==> config.mk <==
export PLATFORM = sky130hd
export DESIGN_NAME = mm_reg_arb
export DESIGN_NICKNAME = d
export VERILOG_FILES = /design/src/rtl/mm_arb_pkg.sv /design/src/rtl/rr_arb.sv /design/src/rtl/mm_reg_arb.sv
export SDC_FILE = /design/constraint.sdc
export NUM_CORES = 1
export LEC_CHECK = 0
export ABC_AREA = 1
export CORE_AREA = 2 2 208 210
export CTS_CLUSTER_DIAMETER = 60
export DETAILED_ROUTE_END_ITERATION = 12
export DIE_AREA = 0 0 210 212
export MAX_ROUTING_LAYER = met4
export PLACE_DENSITY_LB_ADDON = 0.15
export SLEW_MARGIN = 20
export SYNTH_ARGS = -nofsm -noshare
export SYNTH_HDL_FRONTEND = slang
export SYNTH_HIERARCHICAL = 1
export SYNTH_SLANG_ARGS = --single-unit
==> constraint.sdc <==
create_clock -name iCLK_100M -period 5.2 [get_ports iCLK_100M]
set_input_delay 1.3 -clock iCLK_100M [delete_from_list [all_inputs] [get_ports iCLK_100M]]
set_output_delay 1.3 -clock iCLK_100M [all_outputs]
set_load 0.03 [all_outputs]
==> src/rtl/mm_arb_pkg.sv <==
// Shared types and constants for the memory-mapped register arbiter.
package mm_arb_pkg;

  localparam int MM_ADDR_W = 10;
  localparam int MM_DATA_W = 64;

  // Read data returned to a requester when the register block never answers.
  localparam logic [MM_DATA_W-1:0] DEFAULT_TIMEOUT_DATA = 64'hDEAD_DEAD_DEAD_DEAD;

  typedef enum logic [1:0] {
    ST_IDLE    = 2'd0,
    ST_ISSUE   = 2'd1,
    ST_WAIT_RD = 2'd2,
    ST_RESP    = 2'd3
  } arb_state_e;

endpackage

==> src/rtl/rr_arb.sv <==
// Combinational round-robin picker: searches from last_grant+1 upward,
// wrapping to 0, and returns a one-hot grant plus a valid flag.
module rr_arb #(
  parameter int N   = 4,
  parameter int LGW = 2
) (
  input  logic [N-1:0]   i_req,
  input  logic [LGW-1:0] i_last_grant,
  output logic [N-1:0]   o_grant,
  output logic           o_valid
);

  // First pass covers indices above last_grant, second pass wraps to the bottom.
  always_comb begin
    o_grant = '0;
    o_valid = 1'b0;
    for (int j = 0; j < N; j++) begin
      if (!o_valid && i_req[j] && (j > int'(i_last_grant))) begin
        o_grant[j] = 1'b1;
        o_valid    = 1'b1;
      end
    end
    for (int j = 0; j < N; j++) begin
      if (!o_valid && i_req[j] && (j <= int'(i_last_grant))) begin
        o_grant[j] = 1'b1;
        o_valid    = 1'b1;
      end
    end
  end

endmodule

==> src/rtl/mm_reg_arb.sv <==
// Arbitrates several memory-mapped requesters onto one register block port.
//
// Handshake: a requester raises iREQ_WR_EN or iREQ_RD_EN (with address/data
// stable) and holds it until it sees oREQ_ACK for its index; the ack cycle is
// the cycle the command is driven to the register block. A read completes
// later with a one-cycle oREQ_RD_DATA_V pulse for the same index. The register
// block answers a read strobe with iMM_RD_DATA_V at least one cycle later; if
// no answer arrives within pRD_TIMEOUT cycles a fixed pattern is returned.
module mm_reg_arb
  import mm_arb_pkg::*;
#(
  parameter int                   pNUM_REQ      = 4,
  parameter logic [15:0]          pRD_TIMEOUT   = 16'd1024,
  parameter logic [MM_DATA_W-1:0] pTIMEOUT_DATA = DEFAULT_TIMEOUT_DATA
) (
  input  logic                                 iCLK_100M,
  input  logic                                 iRST_100M,
  input  logic [pNUM_REQ-1:0]                  iREQ_WR_EN,
  input  logic [pNUM_REQ-1:0]                  iREQ_RD_EN,
  input  logic [pNUM_REQ-1:0][MM_ADDR_W-1:0]   iREQ_ADDRESS,
  input  logic [pNUM_REQ-1:0][MM_DATA_W-1:0]   iREQ_WR_DATA,
  output logic [pNUM_REQ-1:0]                  oREQ_ACK,
  output logic [MM_DATA_W-1:0]                 oREQ_RD_DATA,
  output logic [pNUM_REQ-1:0]                  oREQ_RD_DATA_V,
  output logic                                 oMM_WR_EN,
  output logic                                 oMM_RD_EN,
  output logic [MM_ADDR_W-1:0]                 oMM_ADDRESS,
  output logic [MM_DATA_W-1:0]                 oMM_WR_DATA,
  input  logic [MM_DATA_W-1:0]                 iMM_RD_DATA,
  input  logic                                 iMM_RD_DATA_V,
  output logic                                 oRD_TIMEOUT,
  output logic [7:0]                           oTIMEOUT_CNT
);

  localparam int LGW = $clog2(pNUM_REQ);

  arb_state_e                r_state;
  logic [LGW-1:0]            r_last_grant;
  logic [pNUM_REQ-1:0]       r_grant;
  logic                      r_is_wr;
  logic [15:0]               r_timer;
  logic [pNUM_REQ-1:0]       r_ack;
  logic [pNUM_REQ-1:0]       r_rd_data_v;
  logic                      r_mm_wr_en;
  logic                      r_mm_rd_en;
  logic [MM_ADDR_W-1:0]      r_mm_addr;
  logic [MM_DATA_W-1:0]      r_mm_wr_data;
  logic [MM_DATA_W-1:0]      r_rd_data;
  logic                      r_rd_timeout;
  logic [7:0]                r_timeout_cnt;

  logic [pNUM_REQ-1:0]       w_req;
  logic [pNUM_REQ-1:0]       w_grant;
  logic                      w_grant_valid;
  logic [LGW-1:0]            w_grant_idx;
  logic [MM_ADDR_W-1:0]      w_sel_addr;
  logic [MM_DATA_W-1:0]      w_sel_data;
  logic                      w_sel_wr;

  // A requester is pending if it asks for either command.
  assign w_req = iREQ_WR_EN | iREQ_RD_EN;

  rr_arb #(
    .N   (pNUM_REQ),
    .LGW (LGW)
  ) u_rr_arb (
    .i_req        (w_req),
    .i_last_grant (r_last_grant),
    .o_grant      (w_grant),
    .o_valid      (w_grant_valid)
  );

  // Select the granted requester's address/data and turn the one-hot grant into an index.
  always_comb begin
    w_grant_idx = '0;
    w_sel_addr  = '0;
    w_sel_data  = '0;
    for (int i = 0; i < pNUM_REQ; i++) begin
      if (w_grant[i]) begin
        w_grant_idx = LGW'(i);
        w_sel_addr  = iREQ_ADDRESS[i];
        w_sel_data  = iREQ_WR_DATA[i];
      end
    end
  end

  // Write wins over read when a requester raises both; the read is dropped.
  assign w_sel_wr = |(w_grant & iREQ_WR_EN);

  // Arbiter FSM; every output is a register loaded on the edge entering its state.
  always_ff @(posedge iCLK_100M) begin
    if (iRST_100M) begin
      r_state       <= ST_IDLE;
      r_last_grant  <= LGW'(pNUM_REQ - 1);
      r_grant       <= '0;
      r_is_wr       <= 1'b0;
      r_timer       <= '0;
      r_ack         <= '0;
      r_rd_data_v   <= '0;
      r_mm_wr_en    <= 1'b0;
      r_mm_rd_en    <= 1'b0;
      r_mm_addr     <= '0;
      r_mm_wr_data  <= '0;
      r_rd_data     <= '0;
      r_rd_timeout  <= 1'b0;
      r_timeout_cnt <= '0;
    end else begin
      r_ack        <= '0;
      r_rd_data_v  <= '0;
      r_mm_wr_en   <= 1'b0;
      r_mm_rd_en   <= 1'b0;
      r_rd_timeout <= 1'b0;
      unique case (r_state)
        ST_IDLE: begin
          if (w_grant_valid) begin
            r_grant      <= w_grant;
            r_last_grant <= w_grant_idx;
            r_is_wr      <= w_sel_wr;
            r_mm_addr    <= w_sel_addr;
            r_mm_wr_data <= w_sel_data;
            r_mm_wr_en   <= w_sel_wr;
            r_mm_rd_en   <= !w_sel_wr;
            r_ack        <= w_grant;
            r_state      <= ST_ISSUE;
          end
        end
        ST_ISSUE: begin
          if (r_is_wr) begin
            r_state <= ST_IDLE;
          end else begin
            r_timer <= '0;
            r_state <= ST_WAIT_RD;
          end
        end
        ST_WAIT_RD: begin
          // Valid data takes priority over an expiry landing in the same cycle.
          if (iMM_RD_DATA_V) begin
            r_rd_data   <= iMM_RD_DATA;
            r_rd_data_v <= r_grant;
            r_state     <= ST_RESP;
          end else if (r_timer == (pRD_TIMEOUT - 16'd1)) begin
            r_rd_data    <= pTIMEOUT_DATA;
            r_rd_data_v  <= r_grant;
            r_rd_timeout <= 1'b1;
            if (r_timeout_cnt != 8'hFF) begin
              r_timeout_cnt <= r_timeout_cnt + 8'd1;
            end
            r_state <= ST_RESP;
          end else begin
            r_timer <= r_timer + 16'd1;
          end
        end
        ST_RESP: begin
          r_state <= ST_IDLE;
        end
        default: begin
          r_state <= ST_IDLE;
        end
      endcase
    end
  end

  assign oREQ_ACK       = r_ack;
  assign oREQ_RD_DATA   = r_rd_data;
  assign oREQ_RD_DATA_V = r_rd_data_v;
  assign oMM_WR_EN      = r_mm_wr_en;
  assign oMM_RD_EN      = r_mm_rd_en;
  assign oMM_ADDRESS    = r_mm_addr;
  assign oMM_WR_DATA    = r_mm_wr_data;
  assign oRD_TIMEOUT    = r_rd_timeout;
  assign oTIMEOUT_CNT   = r_timeout_cnt;

endmodule

### Yosys cells after proc, flatten, opt, wreduce, memory -nomap -nowiden

Index checks and enable logic that the tools add are counted.

| storage, ports and cells | value |
|---|---|
| register bits | 182 |
| input port bits | 371 |
| output and inout bits | 157 |
| logic and storage cells | 107 |

| operators by class | value |
|---|---|
| $add $sub $neg | 2 |
| magnitude comparators | 6 |
| eq/ne operators | 10 |
| muxes and demuxes | 38 |
| bitwise operators | 6 |
| reductions and logical operators | 31 |

Operator list:

| kind | count |
|---|---|
| $mux W64 | 6 |
| $mux W16 | 3 |
| $mux W10 | 4 |
| $pmux W16 S2 | 1 |
| $add A16 B1 Y16 const B | 1 |
| $eq A16 B10 Y1 const B | 1 |
| $mux W1 | 15 |
| $logic_and A1 B1 Y1 | 12 |
| $mux W2 | 6 |
| $add A8 B1 Y8 const B | 1 |
| $mux W4 | 2 |
| $ne A8 B8 Y1 const B | 1 |
| $pmux W2 S4 | 1 |
| $reduce_and A4 Y1 | 2 |
| $logic_not A1 Y1 | 7 |
| $ne A2 B2 Y1 const B | 3 |
| $reduce_and A2 Y1 | 3 |
| $reduce_or A3 Y1 | 2 |
| $and A4 B4 Y4 | 1 |
| $eq A2 B2 Y1 const B | 2 |
| $gt A2 B2 Y1 const A | 2 |
| $le A2 B2 Y1 const A | 2 |
| $not A1 Y1 | 4 |
| $or A4 B4 Y4 | 1 |
| 9 further kinds | 10 |

### Longest topological paths before layout

Gate-level depths: netlist of the first run.

| logic depth | value |
|---|---|
| depth in word-level cells | 29 |
| depth in mapped cells | 14 |

### Cells and area by module

The synthesis of the first run kept the hierarchy.

By module, submodules not included:

| module | times used | cells each | area an instance (sq um) | seq. area each (sq um) |
|---|---|---|---|---|
| mm_reg_arb | 1 | 1292 | 9048.7 | 3643.5 |
| rr_arb | 1 | 22 | 106.4 | 0.0 |

### Worst setup path before layout of the first run

Ideal clock, no wire load.

| timing | value |
|---|---|
| kind | input -> register |
| from | input port iREQ_RD_EN[2] |
| to | register r_mm_addr[8], in the netlist oMM_ADDRESS[8] |
| library setup time | 0.081 ns |
| arrival | 2.941 ns |
| data required time | 5.119 ns |
| setup slack | 2.178 ns |
| cell stages on the path | 11 |
| path buffers | 3 |
| cell sequence | or2_2 -> nand2_2 -> nand3_2 -> nor2_2 -> nand4_1 -> nand2_1 -> buf_2 -> buf_2 -> buf_1 -> nand3_1 -> a41oi_1 |

| between the ends | value |
|---|---|
| longest elaborated chain between the ends | 24 |

RTL lines:

| element | line | RTL |
|---|---|---|
| from (decl) | mm_reg_arb.sv:19 | `input logic [pNUM_REQ-1:0] iREQ_RD_EN,` |
| $or A4 B4 Y4 * | mm_reg_arb.sv:61 | `assign w_req = iREQ_WR_EN \| iREQ_RD_EN;` |
| $logic_and A1 B1 Y1 (2 in series) | rr_arb.sv:18 | `if (!o_valid && i_req[j] && (j > int'(i_last_grant))) begin` |
| $mux W1 | rr_arb.sv:18 |  |
| $logic_not A1 Y1 | rr_arb.sv:18 |  |
| $logic_and A1 B1 Y1 (2 in series) | rr_arb.sv:18 |  |
| $mux W1 | rr_arb.sv:18 |  |
| $logic_not A1 Y1 | rr_arb.sv:24 | `if (!o_valid && i_req[j] && (j <= int'(i_last_grant))) begin` |
| $logic_and A1 B1 Y1 | rr_arb.sv:24 |  |
| [... 5 more ...] | n/a |  |
| $logic_not A1 Y1 | rr_arb.sv:24 |  |
| $logic_and A1 B1 Y1 (2 in series) | rr_arb.sv:24 |  |
| $mux W1 | rr_arb.sv:24 |  |
| $logic_not A1 Y1 | rr_arb.sv:24 |  |
| $logic_and A1 B1 Y1 (2 in series) | rr_arb.sv:24 |  |
| $mux W1 * | rr_arb.sv:24 |  |
| named net w_grant[3] | mm_reg_arb.sv:53 | `logic [pNUM_REQ-1:0] w_grant;` |
| $mux W10 * | mm_reg_arb.sv:79 | `if (w_grant[i]) begin` |
| to (signal assigned) | mm_reg_arb.sv:119 | `r_mm_addr <= w_sel_addr;` |
| to (decl) | mm_reg_arb.sv:46 | `logic [MM_ADDR_W-1:0] r_mm_addr;` |

The timed path passes the listed nets; every way through them passes the cells marked *.
A chain may end at the register's enable or synchronous reset.

### Final worst setup path of the first run

| timing | value |
|---|---|
| from | input port iREQ_WR_EN[1] |
| to | register r_mm_wr_data[35], in the netlist oMM_WR_DATA[35] |

RTL lines:

| element | line | RTL |
|---|---|---|
| from (decl) | mm_reg_arb.sv:18 | `input logic [pNUM_REQ-1:0] iREQ_WR_EN,` |
| $or A4 B4 Y4 * | mm_reg_arb.sv:61 |  |
| named net w_req[1] | mm_reg_arb.sv:52 | `logic [pNUM_REQ-1:0] w_req;` |
| $logic_and A1 B1 Y1 | rr_arb.sv:18 |  |
| $mux W1 | rr_arb.sv:18 |  |
| $logic_not A1 Y1 | rr_arb.sv:18 |  |
| $logic_and A1 B1 Y1 (2 in series) | rr_arb.sv:18 |  |
| $mux W1 | rr_arb.sv:18 |  |
| $logic_not A1 Y1 | rr_arb.sv:18 |  |
| [... 6 more ...] | n/a |  |
| $logic_not A1 Y1 | rr_arb.sv:24 |  |
| $logic_and A1 B1 Y1 (2 in series) | rr_arb.sv:24 |  |
| $mux W1 | rr_arb.sv:24 |  |
| $logic_not A1 Y1 | rr_arb.sv:24 |  |
| $logic_and A1 B1 Y1 (2 in series) | rr_arb.sv:24 |  |
| $mux W1 * | rr_arb.sv:24 |  |
| named net w_grant[2] | mm_reg_arb.sv:53 |  |
| $mux W64 * (2 in series) | mm_reg_arb.sv:79 |  |
| to (signal assigned) | mm_reg_arb.sv:120 | `r_mm_wr_data <= w_sel_data;` |
| to (decl) | mm_reg_arb.sv:47 | `logic [MM_DATA_W-1:0] r_mm_wr_data;` |

Marked as above.

==> results of run 1 <==
report_power, final:
part / switching [W] / internal, W / leakage [nW]
Clock: 0.000629 / 0.000840 / 0.312
Combinational: 0.00128 / 0.000811 / 3.73
Sequential: 0.0000947 / 0.00157 / 1.48
cells in the mapped netlist, types with 7 or more instances:
cell type  instances  area share
a21oi_1           99       0.054
a21oi_2           20       0.019
a31oi_1           41       0.028
a41oi_1           33       0.032
buf_1             11      0.0045
buf_2             28       0.015
buf_4             10      0.0082
clkbuf_1          55       0.023
dfxtp_1          182        0.40
inv_1             73       0.030
nand2_1          371        0.15
nand3_1          179       0.098
nand4_1            8      0.0055
nor2_1            54       0.022
o211ai_1          36       0.030
o21ai_0           28       0.015
o21ai_1           21       0.011
or2_2              7      0.0048
cell type report:
| cell class | instances | share of cell area |
|---|---|---|
| diodes | 5 | 0.0008094 |
| clock buffers | 19 | 0.02930 |
| clock inverters | 13 | 0.01263 |
| inverters | 81 | 0.01967 |
| multi-input cells | 944 | 0.3081 |
| flip-flops and latches | 182 | 0.2357 |
| well taps | 546 | 0.04419 |
| repair buffers | 543 | 0.3497 |
worst max-delay path, delay by kind of cell:
family,cells,cell delay (ns)
AOI/OAI and AO/OA,2,0.66
buffers and inverters,3,1.03
and+or+nand+nor,6,1.20
sequential cells by signal (all words and copies together), names as in the netlist, named ones only:
register / count
oMM_WR_DATA: 64
oMM_RD_EN: 1
oMM_ADDRESS: 10
r_state: 1
oTIMEOUT_CNT: 8
oRD_TIMEOUT: 1
oREQ_RD_DATA: 64
oREQ_ACK: 4
oREQ_RD_DATA_V: 4
oMM_WR_EN: 1
r_timer: 16
r_grant: 4
r_is_wr: 1
r_last_grant: 2
cells by family (layout without fill, tap and decap cells):
group	count (synthesis)	in the layout	synth area share
compound gates	293	293	0.2016
xor+xnor	10	10	0.009566
fa+ha+maj	2	2	0.002733
buf+inv	188	656	0.08747
flops	182	182	0.3980
other cells	0	5	0
simple gates	639	639	0.3007
per-layer routing:
metal,track usage,share of wire,up-vias
li1,-,-,5374
met1,0.2357,0.43,4922
met2,0.3177,0.47,405
met3,0.05347,0.070,44
met4,0.07630,0.028,0
met5,-,0,-
layout by cell type (no fill, tap or decap), types with 4 or more instances in the layout:
| cell type | Yosys | routed |
|---|---|---|
| a21oi_1 | 99 | 99 |
| o21ai_0 | 28 | 28 |
| o22ai_1 | 4 | 4 |
| o21ai_1 | 21 | 21 |
| nor2_4 | 2 | 4 |
| diode_2 | 0 | 5 |
| a22oi_1 | 5 | 5 |
| dfxtp_1 | 182 | 182 |
| clkdlybuf4s50_1 | 0 | 526 |
| nand4_1 | 8 | 8 |
| clkbuf_16 | 0 | 17 |
| o211ai_1 | 36 | 36 |
| a31oi_1 | 41 | 41 |
| a21oi_2 | 20 | 20 |
| nor2_1 | 54 | 51 |
| nand2_2 | 5 | 4 |
| nand2_4 | 3 | 7 |
| bufinv_16 | 0 | 4 |
| nand3_1 | 179 | 179 |
| a41oi_1 | 33 | 33 |
| xnor2_1 | 4 | 4 |
| or2_2 | 7 | 7 |
| nand2_1 | 371 | 368 |
| xor2_1 | 6 | 6 |
| inv_2 | 6 | 7 |
| inv_1 | 73 | 72 |
| buf_4 | 10 | 16 |
per-stage QoR:
step | power, W | instances | setup slack (ns) | hold WS [ns] | instance area (um^2)
5_1_grt | 0.005479 | 2331 | 1.089 | 0.4621 | 15450
4_1_cts | 0.005294 | 2328 | 1.251 | 0.4510 | 15450
3_3_place_gp | 0.003790 | 2296 | 0.8589 | 0.4359 | 14800
2_1_floorplan | 0.002824 | 1314 | 2.178 | 0.4318 | 9155
6_report | 0.005219 | 2333 | 1.265 | 0.4491 | 15460
3_5_place_dp | 0.003793 | 2296 | 0.7728 | 0.4395 | 14800
how the worst min path moves through the flow:
stage / depth (start not counted) / slack, ns / end
final: 2 / 0.45 / oREQ_RD_DATA[21]$_SDFFE_PP0P_
after global routing: 2 / 0.46 / oREQ_RD_DATA[12]$_SDFFE_PP0P_
after CTS: 2 / 0.45 / oREQ_RD_DATA[58]$_SDFFE_PP0P_
after global placement: 2 / 0.44 / oREQ_RD_DATA[62]$_SDFFE_PP0P_
after detailed placement: 2 / 0.44 / oREQ_RD_DATA[58]$_SDFFE_PP0P_
after floorplan: 2 / 0.43 / oREQ_RD_DATA_V[0]$_SDFF_PP0_
==> out/results.tsv, run 1 <==
metric	value	unit
status	completed	
fill_cells	4455	
grt_max_degree	77	
drt-total-wl	44.15	mm
firstDrtPassIters	5	
category_of_the_critical_setup_timing_path	in2reg	
floorplan.die.width	210	um
grt_remaining_overflow	0	
yosysSeqAreaShare	0.3980	
synthesis.nets	1687	
tritoncts	done	
worst_hold_path_type	reg2reg	
net_count_of_the_finished_layout	2142	
report.final.setup_viol	0	
groute.usage.overall	0.1974	
hold_buffers	0	
numPortBuffers	527	
clockRootBuffer	clkbuf_16	
num_rows	76	
worst_setup_hold_path_clk_slew	0.07	ns
report.final.hold_viol_count	0	
gp_congestion	0.8534	
wire_length_of_the_first_global_routing_pass	64.99	mm
vias_in_the_first_global_route	10650	
vias_per_cell	4.606	
timing_worst_slew_pin_value	1.009	ns
drt_iter0_drc	653	
post_route_cells_drive_above_1_share	0.05836	
drv_slew	0	
flow.area_growth_from_synthesis	68.85	%
worst_clock_skew	0.01436	ns
post_cts_resized	0	
cp_cell_sequence	clkdlybuf4s50_1, or2_2, nand2_2, nand3_2, nor2_2, nand3_1, nand2_4, inv_2, buf_4, o211ai_1, a31oi_1	
synthesis.area_per_instance	6.967	um^2
reg2reg_depth	10	
cp.required	5.48	ns
timing.reg2reg.setup_slack	2.35	ns
setup.worst_path.end	oMM_WR_DATA[35]$_SDFFE_PP0N_	
min_from	oREQ_RD_DATA[21]$_SDFFE_PP0P_	
cp-end-kind	flop	
synthFlopType	dfxtp_1	
grt_antenna_before_repair	3	
max_slew_margin	0.3271	
leakagePower	5.525	nW
routed_wire_length_per_instance	18.92	um
async_flop_share	0	
r2r-end	oMM_WR_DATA[35]$_SDFFE_PP0N_	
crit_path_max_fanout	37	
maxCapViolCount	0	
placeableCoreArea	42510	um^2
ys_types	41	
clk-insertion-delay-late	0.45	ns
number_of_clock_sinks	182	
cts_buffers	17	
post_synth_instance_area	9155	um^2
vias	10750	
antenna_left	0	
fmaxAchievable	254.1	MHz
die_area	44520	um^2
cts_max_path_buffers	2	
synth_warnings	6	
critical-path-max-stage-delay	0.52	ns
ios	528	
finalCriticalPeriod	3.935	ns
chipHeight	212	um
cp-startpoint	iREQ_WR_EN[1]	
worst_ir_drop_vdd	0.0001954	V
remaining_drc_errors	0	
initial_utilization	0.2154	
postSynthRegisterBits	182	
multi_input_area	4762	um^2
post_synth_inst_count	1314	
worstPathArrival	4.22	ns
post-route-util	0.3637	
p_per_area	337.6	nW/um^2
final.setup.tns	0	ns
layout.area.seq	3643	um^2
synth-edff-count	0	
cts_setup_buffers	0	
h_tree_lvl_count	4	
worst_r2r_startpoint	r_last_grant[0]$_SDFFE_PP1N_	
timing.critical_path.slowest_stage_cell	o211ai_1	
timing.final.crit_share	0.7568	
rsz_0062_raised_after_global_routing	false	
worst_setup_path_start_kind	input port	
place_hpwl	32.17	mm
(Power assumes the default switching activity.)
==> run 2: changes to the inputs <==
Settings changed: CORE_AREA 2 2 208 210 to 2 2 203 205, DIE_AREA 0 0 210 212 to 0 0 205 207.
Clock period 5.2 ns to 3.8 ns, I/O delays scaled along.
==> run 2 against run 1 <==
First-iteration DRC count decreased by 13%. Cell count increased by 0.13%. Via count increased by 0.58%. Sequential power increased by 37%. Design area increased by 0.83%. Sequential cell count unchanged. Setup slack got worse by 0.67 ns.
==> out/results.tsv, run 2 (synthesis gave the netlist of run 1 again) <==
metric	value	unit	change
place_hpwl	32.85	mm	+2.1%
post-route-util	0.3861		+0.02244
placeableCoreArea	40370	um^2	-5.0%
max_slew_margin	0.3071		-0.02001
grt_antenna_before_repair	14		+11
cts_max_path_buffers	2		unchanged
dpl_worst_slack	0.04617	ns	-0.7266 ns
power.combinational.fraction	0.403		+0.003
maxCapViolCount	0		unchanged
firstDrtPassIters	5		unchanged
worst_clock_skew	0.01306	ns	-0.001294 ns
post_route_cells_drive_above_1_share	0.06145		+0.003091
vias_in_the_first_global_route	10830		+1.7%
sequentialPowerShare	0.319		about the same
num_rows	74		-2.6%
cp.required	4.16	ns	-1.32 ns
leakagePower	5.586	nW	+1.1%
post_cts_resized	0		unchanged
cts_setup_buffers	0		unchanged
layout.cells.most_common_list	526 x clkdlybuf4s50_1, 368 x nand2_1, 182 x dfxtp_1		
worst_ir_drop_vdd	0.0002628	V	+34%
worst_hold_path.num_cells	2		unchanged
fmaxAchievable	312.5	MHz	
cp_cell_sequence	clkdlybuf4s50_1, or2_2, nand2_2, nand3_2, nor2_2, nand4_1, nand2_4, nor3_4, buf_4, nand3_1, a41oi_1		
final_critical_path_setup_slack	0.5998	ns	-0.6650 ns
timing_worst_slew_pin_value	1.036	ns	+0.02666 ns
initial_utilization	0.2268		+0.01140
clk-insertion-delay-late	0.45	ns	about the same
hold_buffers	0		unchanged
grt_max_degree	74		-3.9%
timing.final.crit_share	0.8422		
tritoncts	done		
fill_cells	4295		-3.6%
gp_congestion	0.8198		-3.9%
timing.critical_path.slowest_stage_cell	nor3_4		
grt_remaining_overflow	0		unchanged
power.share.switching	0.3735		-0.009648
cp-end-kind	flop		
final.setup.tns	0	ns	unchanged
antenna_left	0		unchanged
remaining_drc_errors	0		unchanged
critical-path-max-stage-delay	0.87	ns	+0.35 ns
number_of_clock_sinks	182		unchanged
drv_slew	0		unchanged
gr-max-usage-layer	met2		
grt_util_met2	0.3347		+0.01702
reg2reg_depth	10		unchanged
crit_path_max_fanout	25		-32%
global_route_met1_usage	0.2370		+0.001302
wire_length_of_the_first_global_routing_pass	64.89	mm	-0.16%
numPortBuffers	527		unchanged
finalCriticalPeriod	3.200	ns	
p_per_area	459.4	nW/um^2	+36%
worst_setup_hold_path_clk_slew	0.07	ns	about the same
vias_per_cell	4.626		+0.45%
power	0.007160	W	+37%
category_of_the_critical_setup_timing_path	in2reg		
worst_hold_path_type	reg2reg		
cts_buffers	17		unchanged
routed_wire_length_per_instance	18.62	um	-1.6%
pwr-share-clk	0.279		-0.002
worstPathArrival	3.56	ns	-0.66 ns
report.final.setup_viol	0		unchanged
chipHeight	207	um	-2.4%
h_tree_lvl_count	4		unchanged
report.final.hold_viol_count	0		unchanged
vias	10810		+0.58%
power.switching	0.002675	W	+34%
net_count_of_the_finished_layout	2150		+0.37%
worst_setup_path_start_kind	input port		
flow.area_growth_from_synthesis	70.26	%	
status	completed		
ios	528		unchanged
timing.reg2reg.setup_slack	1.25	ns	-1.10 ns
clockRootBuffer	clkbuf_16		
use_met3	0.06309		+0.009619
floorplan.die.width	205	um	-2.4%
die_area	42440	um^2	-4.7%
rsz_0062_raised_after_global_routing	false		
p_int	0.004486	W	+39%
groute.usage.overall	0.2074		+0.009992
drt-total-wl	43.49	mm	-1.5%
layout_commonest_cell	clkdlybuf4s50_1		
drt_iter0_drc	566		-13%
==> run 2: changes by cell type in the layout (fill, tap and decap cells not counted), moves of 2 or more <==
cell      before  now
clkinv_4       3    1
clkinv_2       1    3
inv_6          2    0
diode_2        5   14
clkbuf_1       0    2
buf_4         16   19
buf_12         1    5
==> run 2: worst paths after layout <==
kind,from,endpoint
setup / recovery,iREQ_WR_EN[1],oMM_WR_DATA[52]$_SDFFE_PP0N_
hold / removal,oREQ_RD_DATA[21]$_SDFFE_PP0P_,oREQ_RD_DATA[21]$_SDFFE_PP0P_
setup reg to reg,r_last_grant[1]$_SDFFE_PP1N_,oMM_WR_DATA[52]$_SDFFE_PP0N_
hold reg to reg,oREQ_RD_DATA[21]$_SDFFE_PP0P_,oREQ_RD_DATA[21]$_SDFFE_PP0P_
==> run 2: metal layers <==
| metal | vias up | share of wire |
|---|---|---|
| met1 | 4935 | 0.40 |
| met3 | 57 | 0.081 |
| met2 | 414 | 0.48 |
| li1 | 5401 | - |
| met4 | 0 | 0.035 |
| met5 | - | 0 |
==> run 2: layout make-up <==
class / instances / area, um^2 / share of cell area
timing repair buffer: 551 / 5535 / 0.3551
multi-input combinational: 944 / 4757 / 0.3052
sequential: 182 / 3643 / 0.2337
tap: 532 / 665.6 / 0.04270
clock buffer: 20 / 446.7 / 0.02866
inverter: 81 / 304.0 / 0.01951
clock inverter: 12 / 200.2 / 0.01284
antenna: 14 / 35.03 / 0.002248
==> run 2: power by group through the flow <==
stage | registers [W] | logic, W | clock network [W]
5_1_grt | 0.00231 | 0.00309 | 0.00215
6_report | 0.00228 | 0.00288 | 0.00200
4_1_cts | 0.00228 | 0.00289 | 0.00208
3_3_place_gp | 0.00231 | 0.00288 | 0
3_5_place_dp | 0.00232 | 0.00288 | 0
2_1_floorplan | 0.00274 | 0.00113 | 0
==> run 2: stage by stage <==
stage                     area [um^2]  hold slack (ns)  cells
after floorplan                  9155           0.4318   1314
after global placement          14880           0.4360   2289
after detailed placement        14880           0.4394   2289
after CTS                       15520           0.4503   2321
after global routing            15590           0.4661   2336
final                           15590           0.4483   2336
==> run 2: critical path: cells and delay by family <==
family                 cells  cell delay (ns)
AO/OA/AOI/OAI              1             0.16
AND/OR/NAND/NOR            8             1.58
buffers and inverters      2             0.86
